==> src/rtl/riscv_pkg.sv <==
// rtl/riscv_pkg.sv - shared RISC-V platform constants: imem loader FSM states and stream format
package riscv_pkg;

   // Loader FSM state encoding
   typedef logic [2:0] imem_ld_state_t;

   localparam imem_ld_state_t ST_CNT_LO = 3'd0;
   localparam imem_ld_state_t ST_CNT_HI = 3'd1;
   localparam imem_ld_state_t ST_DATA   = 3'd2;
   localparam imem_ld_state_t ST_CSUM   = 3'd3;
   localparam imem_ld_state_t ST_DONE   = 3'd4;
   localparam imem_ld_state_t ST_ERROR  = 3'd5;

   // Stream format: 2 count bytes, little-endian 4-byte words, one 8-bit checksum byte
   localparam int unsigned HDR_LEN        = 2;
   localparam int unsigned BYTES_PER_WORD = 4;
   localparam int unsigned CSUM_W         = 8;
   localparam int unsigned BYTE_IDX_W     = $clog2(BYTES_PER_WORD);

endpackage

==> src/rtl/imem_loader_if.sv <==
// rtl/imem_loader_if.sv - byte stream input and instruction-memory write bundle
interface imem_loader_if;

   logic        in_valid;
   logic [7:0]  in_data;
   logic        in_ready;
   logic        imem_we;
   logic [31:0] imem_addr;
   logic [31:0] imem_wdata;

   // Stream source / memory sink side
   modport master (
      output in_valid,
      output in_data,
      input  in_ready,
      input  imem_we,
      input  imem_addr,
      input  imem_wdata
   );

   // Loader side
   modport slave (
      input  in_valid,
      input  in_data,
      output in_ready,
      output imem_we,
      output imem_addr,
      output imem_wdata
   );

endinterface

==> src/rtl/imem_byte_packer.sv <==
// rtl/imem_byte_packer.sv - assembles little-endian bytes into words and times the write strobe
module imem_byte_packer
   import riscv_pkg::*;
(
   input  logic        i_clk,
   input  logic        i_rst,
   input  logic        i_clear,
   input  logic        i_byte_valid,
   input  logic [7:0]  i_byte,
   output logic        o_word_last,
   output logic        o_we,
   output logic [31:0] o_wdata
);

   logic [BYTE_IDX_W-1:0] r_idx;
   logic [23:0]           r_low;
   logic                  r_we;
   logic [31:0]           r_wdata;
   logic                  w_last;

   // The accepted byte is the top byte of the current word
   assign w_last = i_byte_valid && (r_idx == BYTE_IDX_W'(BYTES_PER_WORD - 1));

   // Lower three bytes shift in from the top so byte 0 ends up in bits 7:0;
   // the strobe is registered so it lands on the cycle after the 4th byte
   always_ff @(posedge i_clk or posedge i_rst) begin
      if (i_rst) begin
         r_idx   <= '0;
         r_low   <= '0;
         r_we    <= 1'b0;
         r_wdata <= '0;
      end else if (i_clear) begin
         r_idx   <= '0;
         r_low   <= '0;
         r_we    <= 1'b0;
      end else begin
         r_we <= w_last;
         if (i_byte_valid) begin
            r_idx <= r_idx + BYTE_IDX_W'(1);
            if (w_last) begin
               r_wdata <= {i_byte, r_low};
            end else begin
               r_low <= {i_byte, r_low[23:8]};
            end
         end
      end
   end

   assign o_word_last = w_last;
   assign o_we        = r_we;
   assign o_wdata     = r_wdata;

endmodule

==> src/rtl/imem_loader.sv <==
// rtl/imem_loader.sv - loads a counted, checksummed byte stream into instruction memory
module imem_loader
   import riscv_pkg::*;
#(
   parameter int unsigned DEPTH     = 64,
   parameter logic [31:0] BASE_ADDR = 32'h0000_0000
)(
   input  logic         CLK,
   input  logic         rst,
   input  logic         reload,
   imem_loader_if.slave bus,
   output logic         core_rst,
   output logic         done,
   output logic         err
);

   imem_ld_state_t    r_state;
   logic [15:0]       r_count;
   logic [15:0]       r_words;
   logic [CSUM_W-1:0] r_csum;
   logic [31:0]       r_addr;

   logic        w_active;
   logic        w_accept;
   logic        w_data_byte;
   logic        w_word_last;
   logic        w_pack_we;
   logic [31:0] w_pack_wdata;
   logic [15:0] w_n;

   // Bytes flow only while a session is still open; reload swallows the byte
   assign w_active    = (r_state != ST_DONE) && (r_state != ST_ERROR);
   assign w_accept    = bus.in_valid && w_active && !reload;
   assign w_data_byte = w_accept && (r_state == ST_DATA);
   assign w_n         = {bus.in_data, r_count[7:0]};

   imem_byte_packer u_packer (
      .i_clk        (CLK),
      .i_rst        (rst),
      .i_clear      (reload),
      .i_byte_valid (w_data_byte),
      .i_byte       (bus.in_data),
      .o_word_last  (w_word_last),
      .o_we         (w_pack_we),
      .o_wdata      (w_pack_wdata)
   );

   // Session FSM: header parse, word counting, running checksum and final verdict
   always_ff @(posedge CLK or posedge rst) begin
      if (rst) begin
         r_state <= ST_CNT_LO;
         r_count <= '0;
         r_words <= '0;
         r_csum  <= '0;
      end else if (reload) begin
         r_state <= ST_CNT_LO;
         r_count <= '0;
         r_words <= '0;
         r_csum  <= '0;
      end else if (w_accept) begin
         case (r_state)
            ST_CNT_LO: begin
               r_count[7:0] <= bus.in_data;
               r_state      <= ST_CNT_HI;
            end
            ST_CNT_HI: begin
               r_count <= w_n;
               if (32'(w_n) > DEPTH) begin
                  r_state <= ST_ERROR;
               end else if (w_n == 16'd0) begin
                  r_state <= ST_CSUM;
               end else begin
                  r_state <= ST_DATA;
               end
            end
            ST_DATA: begin
               r_csum <= r_csum + bus.in_data;
               if (w_word_last) begin
                  r_words <= r_words + 16'd1;
                  if (r_words == r_count - 16'd1) begin
                     r_state <= ST_CSUM;
                  end
               end
            end
            ST_CSUM: begin
               r_state <= (bus.in_data == r_csum) ? ST_DONE : ST_ERROR;
            end
            default: begin
               r_state <= r_state;
            end
         endcase
      end
   end

   // Write address advances once each strobe has gone out; reload rewinds it
   always_ff @(posedge CLK or posedge rst) begin
      if (rst) begin
         r_addr <= BASE_ADDR;
      end else if (reload) begin
         r_addr <= BASE_ADDR;
      end else if (w_pack_we) begin
         r_addr <= r_addr + 32'(BYTES_PER_WORD);
      end
   end

   assign bus.in_ready   = w_active;
   assign bus.imem_we    = w_pack_we;
   assign bus.imem_addr  = r_addr;
   assign bus.imem_wdata = w_pack_wdata;

   assign core_rst = (r_state != ST_DONE);
   assign done     = (r_state == ST_DONE);
   assign err      = (r_state == ST_ERROR);

endmodule

==> src/flat_wrapper.sv <==
// flat-port wrapper written by rule: the top's interface ports become plain ports
module imem_loader_flat import riscv_pkg::*;
#(
   parameter int unsigned DEPTH     = 64,
   parameter logic [31:0] BASE_ADDR = 32'h0000_0000
)
  (CLK, rst, reload, core_rst, done, err, bus_in_valid, bus_in_data, bus_in_ready, bus_imem_we, bus_imem_addr, bus_imem_wdata);
  imem_loader_if bus_i ();
  input  logic CLK;
  input  logic rst;
  input  logic reload;
  output logic core_rst;
  output logic done;
  output logic err;
  input wire logic [$bits(bus_i.in_valid)-1:0] bus_in_valid;
  input wire logic [$bits(bus_i.in_data)-1:0] bus_in_data;
  output wire logic [$bits(bus_i.in_ready)-1:0] bus_in_ready;
  output wire logic [$bits(bus_i.imem_we)-1:0] bus_imem_we;
  output wire logic [$bits(bus_i.imem_addr)-1:0] bus_imem_addr;
  output wire logic [$bits(bus_i.imem_wdata)-1:0] bus_imem_wdata;
  assign bus_i.in_valid = bus_in_valid;
  assign bus_i.in_data = bus_in_data;
  assign bus_in_ready = bus_i.in_ready;
  assign bus_imem_we = bus_i.imem_we;
  assign bus_imem_addr = bus_i.imem_addr;
  assign bus_imem_wdata = bus_i.imem_wdata;
  imem_loader #(.DEPTH(DEPTH), .BASE_ADDR(BASE_ADDR)) u_core (.CLK(CLK), .rst(rst), .reload(reload), .bus(bus_i), .core_rst(core_rst), .done(done), .err(err));
endmodule
==> config.mk <==
export PLATFORM = sky130hd
export DESIGN_NAME = imem_loader_flat
export DESIGN_NICKNAME = d
export VERILOG_FILES = /design/src/rtl/riscv_pkg.sv /design/src/rtl/imem_loader_if.sv /design/src/rtl/imem_byte_packer.sv /design/src/rtl/imem_loader.sv /design/src/flat_wrapper.sv
export SDC_FILE = /design/constraint.sdc
export NUM_CORES = 1
export LEC_CHECK = 0
export ABC_CLOCK_PERIOD_IN_PS = 4600
export CAP_MARGIN = 20
export CORE_MARGIN = 2
export CORE_UTILIZATION = 39
export CTS_BUF_LIST = sky130_fd_sc_hd__clkbuf_16
export DETAILED_ROUTE_END_ITERATION = 8
export PLACE_DENSITY = 0.67
export SLEW_MARGIN = 40
export SYNTH_ARGS = -nofsm -noshare
export SYNTH_HDL_FRONTEND = slang
export SYNTH_SLANG_ARGS = --single-unit
==> constraint.sdc <==
create_clock -name CLK -period 4.6 [get_ports CLK]
set_input_delay 0.92 -clock CLK [delete_from_list [all_inputs] [get_ports CLK]]
set_output_delay 0.92 -clock CLK [all_outputs]
set_load 0.02 [all_outputs]
## Yosys cells after proc, flatten, opt, wreduce, memory -nomap -nowiden

Index checks and enable logic that the tools add are counted.

- Bits in registers: 134
- Bits of input ports: 12
- Output and inout bits: 69
- Logic and storage cells: 80

- Add/subtract/negate cells: 5
- $lt $le $gt $ge: 1
- Equal/unequal tests: 13
- Mux-type cells: 27
- Bitwise gates (word level): 1
- Reductions and logical operators: 23

Operator list:

| cell | number |
|---|---|
| two-way mux 16 bit | 6 |
| two-way mux 24 bit | 3 |
| two-way mux 32 bit | 2 |
| two-way mux 8 bit | 5 |
| adder 32 x 3 -> 32 bit, second input constant | 1 |
| adder 16 x 1 -> 16 bit, second input constant | 1 |
| equality test 16 bit | 1 |
| greater-than comparator 16 x 7 -> 1 bit, second input constant | 1 |
| logical NOT 16 bit | 1 |
| subtractor 16 x 1 -> 16 bit, second input constant | 1 |
| two-way mux 3 bit | 5 |
| nonzero test 2 bit | 7 |
| != test 3 bit, second input constant | 4 |
| case mux 3 bit (4 select lines) | 1 |
| adder 8 bit | 1 |
| equality test 8 bit | 1 |
| AND reduction 2 bit | 4 |
| equality test 3 x 2 -> 1 bit, second input constant | 2 |
| equality test 3 bit, second input constant | 2 |
| AND reduction 3 bit | 2 |
| logical AND 1 bit | 5 |
| nonzero test 5 bit | 1 |
| two-way mux 2 bit | 2 |
| AND reduction 4 bit | 1 |
| 8 further kinds | 10 |

## Longest topological paths before layout

- Word-level depth: 10
- Gate-level depth with buffers: 11
- Depth with buffers taken out: 9

## By module

From an unflattened synthesis, not the netlist that was laid out.

- Cell total of the unflattened synthesis: 651
- Area total of the unflattened synthesis: 6631.4 µm²

By module, submodules not included:

| module | times used | cells each | area an instance (µm²) |
|---|---|---|---|
| imem_loader | 1 | 464 | 4196.5 |
| imem_byte_packer | 1 | 187 | 2434.8 |

## Least setup slack after synthesis

Ideal clock, no wire load.

- Kind: input-to-reg
- From: input port reload
- To: register u_core.r_state[0]
- Setup time: 125 ps
- Arrival time: 2710 ps
- Slack: 1765 ps
- Stages: 8
- Path buffers: 1
- Cell sequence: clkbuf_1 > a21oi_1 > nand4b_1 > or4_1 > a2111oi_0 > o2111ai_1 > nand2_2 > mux2_4

- Longest elaborated chain between the ends: 6
- Elaborated cells between the ends (all ways): 10
- Classes of those cells: eq/ne: 2; mux: 1; reduce/logical: 7

RTL lines:

| element | line | source |
|---|---|---|
| start: declaration | flat_wrapper.sv:11 | `input logic reload;` |
| logical NOT 1 bit | imem_loader.sv:33 | `assign w_accept = bus.in_valid && w_active && !reload;` |
| logical AND 1 bit | imem_loader.sv:33 |  |
| logical AND 1 bit | imem_loader.sv:34 | `assign w_data_byte = w_accept && (r_state == ST_DATA);` |
| logical AND 1 bit | imem_byte_packer.sv:22 | `assign w_last = i_byte_valid && (r_idx == BYTE_IDX_W'(BYTES_PER_WORD - 1));` |
| != test 3 bit (no source line) | - |  |
| AND reduction 4 bit (no source line) | - |  |
| end signal: assignment | imem_loader.sv:86 | `r_state <= (bus.in_data == r_csum) ? ST_DONE : ST_ERROR;` |
| end signal: assignment | imem_loader.sv:89 | `r_state <= r_state;` |
| end: declaration | imem_loader.sv:17 | `imem_ld_state_t r_state;` |

Parallel ways exist; a longest one is shown, timed or not.
A chain may end at the register's enable or synchronous reset.

## Final worst setup path

- From: input port bus_in_valid
- To: register u_core.r_state[0]

- Longest elaborated chain between the ends: 6
- Elaborated cells between the ends (all ways): 7
- Classes of those cells: eq/ne: 1; reduce/logical: 6

RTL lines:

| element | line | source |
|---|---|---|
| start: declaration | flat_wrapper.sv:15 | `input wire logic [$bits(bus_i.in_valid)-1:0] bus_in_valid;` |
| logical AND 1 bit (*) (2 in series) | imem_loader.sv:33 |  |
| logical AND 1 bit | imem_loader.sv:34 |  |
| logical AND 1 bit | imem_byte_packer.sv:22 |  |
| != test 3 bit (no source line) | - |  |
| AND reduction 4 bit (no source line) (*) | - |  |

Mark *: on every way between the ends. The rest lies on a longest branch, timed or not.

==> flow_summary.json <==
{
  "ys_seq_area_frac": 0.505,
  "postLayoutCoreUtil": 0.494,
  "drt_iter0_markers": 276,
  "hold_path_end": "u_core.u_packer.r_low[2]",
  "yosys_most_used_dff": "dfrtp_1",
  "synth_compound_area_frac": 0.102,
  "holdPathStages": 1,
  "ys_types": 55,
  "ir_worst_vdd_v": 0.000280,
  "hold_path_class": "reg -> reg",
  "clkSlewWorstSetupHoldPaths_ns": 0.05,
  "synthAdderAreaFrac": 0.0241,
  "slew_viol_final": 0,
  "rows": 47,
  "grtUsageTotal": 0.181,
  "internal-power_mw": 2.17,
  "gp_congestion": 0.892,
  "seqPwrFrac": 0.425,
  "netlist_instances": 642,
  "vias": 5049,
  "totalWireLength_um": 15300,
  "finalHoldViolations": 0,
  "avgRoutedWirePerCell_um": 16.2,
  "design.die.area_um2": 17800,
  "worstPathArrival_ns": 3.48,
  "cts_htree_levels": 4,
  "cts_buffer_depth": 2,
  "rsz0062_at_grt": "false",
  "diodes": 0,
  "die_w_um": 134,
  "portBuffers": 78,
  "worst_ep_required_time_ns": 4.90,
  "cts_made_buffers": 17,
  "drive_above_1_share": 0.116,
  "p_switching_uw": 679,
  "antenna_found_initial": 0,
  "switching_share": 0.239,
  "synth_xor_area_frac": 0.0843,
  "tns_ns": 0,
  "cpPeakStageDelay_ns": 0.65,
  "fmax_ghz": 0.314,
  "initial_utilization": 0.397,
  "critPathSlowestCell": "clkdlybuf4s50_1",
  "maxSlewHeadroom": 0.580,
  "power.density_nw_per_um2": 349,
  "synth_mux_area_frac": 0.0665,
  "p_leak_nw": 3.56,
  "cp.depth": 8,
  "r2r_start": "u_core.r_count[0]",
  "tightest_slew_ns": 0.627,
  "ys_async_sr_fraction": 1.00,
  "ys_warn_count": 0,
  "synth_edf_count": 0,
  "ff2ff_setup_slack_ns": 1.59,
  "grt_pass1_wl_um": 25700,
  "synth_seq_cells": 132,
  "clock_skew_ns": 0.00930,
  "syn_area_um2": 6540,
  "clock-sinks": 132,
  "combPwrFrac": 0.082,
  "worstSetupEndpointType": "flip-flop",
  "rr_worst_depth": 9,
  "insertion_delay_ns": 0.42,
  "firstDrtPassIters": 5,
  "postCtsSetupRepairBufs": 0,
  "die_y_um": 134,
  "setup_viol": 0,
  "clkPwrFrac": 0.493,
  "critPathMaxFanout": 8,
  "status": "finished, final reports clean",
  "gr-total-overflow": 0,
  "yosys.area_share.simple": 0.185,
  "cp_top_family": "simple AND/OR/NAND/NOR gates",
  "critPathLaunchType": "input port",
  "path_buf_inv": 1,
  "grt_pass1_vias": 5035,
  "clockRootBuffer": "clkbuf_16",
  "hp-start": "u_core.u_packer.r_low[2]",
  "grt_start_max_net_pins": 57,
  "cts_tree": "yes",
  "antenna_left": 0,
  "hold_buffers": 0,
  "core_um2": 16500,
  "synth_top_family_by_area": "simple AND/OR/NAND/NOR gates",
  "area_growth_pct": 24.4,
  "crit_type": "in -> reg",
  "fillers": 1451,
  "cts.repair.resized": 0,
  "io_pins": 81,
  "fin_crit_sh": 0.692,
  "nets": 737,
  "cap_violations": 0,
  "worstPathCellList": "clkdlybuf4s50_1 > a21oi_1 > nand4b_1 > or4_1 > a2111oi_0 > o2111ai_1 > nand2_2 > mux2_4",
  "drc": 0,
  "avgSynthCellArea_um2": 10.2,
  "dp_hpwl_um": 10700,
  "viasPerCell": 5.34,
  "finalCriticalPeriod_ns": 3.18,
  "worstReg2RegEnd": "u_core.r_state[0]"
}
-- stage by stage --
stage	power, mW	worst slack (ns)	instances	cell area [um2]	hold WS (ns)
finish	2.84	1.42	945	8140	0.501
global route	2.96	1.28	945	8140	0.518
CTS	2.87	1.46	945	8140	0.504
detailed placement	1.46	1.04	914	7530	0.493
global placement	1.45	1.09	914	7510	0.484
floorplan	1.39	0.154	643	6550	0.467
-- Yosys cell counts, types with 17 or more instances --
cell,instances,area share
dfrtp_1,132,0.50
nand3_1,23,0.018
o21ai_0,21,0.016
nand2_1,78,0.045
clkbuf_1,19,0.011
xor2_1,32,0.043
nor2_1,59,0.034
mux2_2,32,0.055
a22o_1,17,0.023
a21oi_1,38,0.029
xnor2_1,31,0.041
-- registers in the layout, indices dropped and copies added, names as in the netlist --
register	cells
u_core.u_packer.o_wdata	32
u_core.bus.imem_addr	30
u_core.u_packer.r_low	24
u_core.r_count	16
u_core.r_words	16
u_core.r_csum	8
u_core.r_state	3
u_core.u_packer.r_idx	2
u_core.u_packer.o_we	1
-- cell families after synthesis --
family | after synthesis
buf+inv | 48
compound gates | 103
flops | 132
other cells | 1
xor+xnor | 63
mux | 39
simple gates | 244
fa+ha+maj | 12
-- routing by layer --
layer | vias up | part of all wire | global-route usage
li1 | 2384 | - | -
met1 | 2509 | 0.45 | 0.239
met2 | 140 | 0.49 | 0.292
met3 | 16 | 0.047 | 0.0453
met4 | 0 | 0.013 | 0.0567
met5 | - | 0 | 0
-- cell type report --
cell class	count	area, um2	area share
Sequential cell	132	3300	0.406
Tap cell	220	275	0.0338
Clock inverter	14	186	0.0229
Inverter	13	51.3	0.00630
Timing Repair Buffer	86	836	0.103
Clock buffer	17	425	0.0523
Multi-Input combinational cell	463	3060	0.376
-- worst max-delay path by stage --
stage / startpoint / to
floorplan: rst / u_core.bus.imem_addr[10]
global placement: bus_in_valid / u_core.r_words[9]
detailed placement: bus_in_valid / u_core.r_words[9]
CTS: bus_in_valid / u_core.r_state[0]
global route: bus_in_data[1] / u_core.r_csum[7]
finish: bus_in_valid / u_core.r_state[0]
-- placed cells by master, fill, tap and decap left out, types with 4 or more instances in the layout --
cell / Yosys / layout
xnor2_1: 31 / 31
a21oi_1: 38 / 38
mux2_2: 32 / 32
nand3_1: 23 / 23
xor2_1: 32 / 32
nand2_1: 78 / 78
ha_1: 11 / 11
bufinv_16: 0 / 4
mux2i_1: 6 / 6
o21ai_0: 21 / 21
inv_1: 13 / 12
buf_4: 3 / 8
nand4_1: 13 / 13
dfrtp_1: 132 / 132
nor4_1: 7 / 6
clkbuf_16: 0 / 17
and4_1: 5 / 5
a22o_1: 17 / 17
nand2b_1: 11 / 11
clkdlybuf4s50_1: 0 / 77
and3_1: 12 / 12
or3_1: 10 / 10
clkinv_2: 0 / 4
nor3_1: 7 / 6
nor2_1: 59 / 58
-- power groups by stage --
stage	Combinational, mW	Sequential [mW]	Clock, mW
floorplan	0.180	1.21	0
global placement	0.226	1.23	0
detailed placement	0.234	1.23	0
CTS	0.235	1.21	1.43
global route	0.261	1.21	1.48
finish	0.234	1.21	1.40
Note: power is estimated with default switching activity, not from simulation.
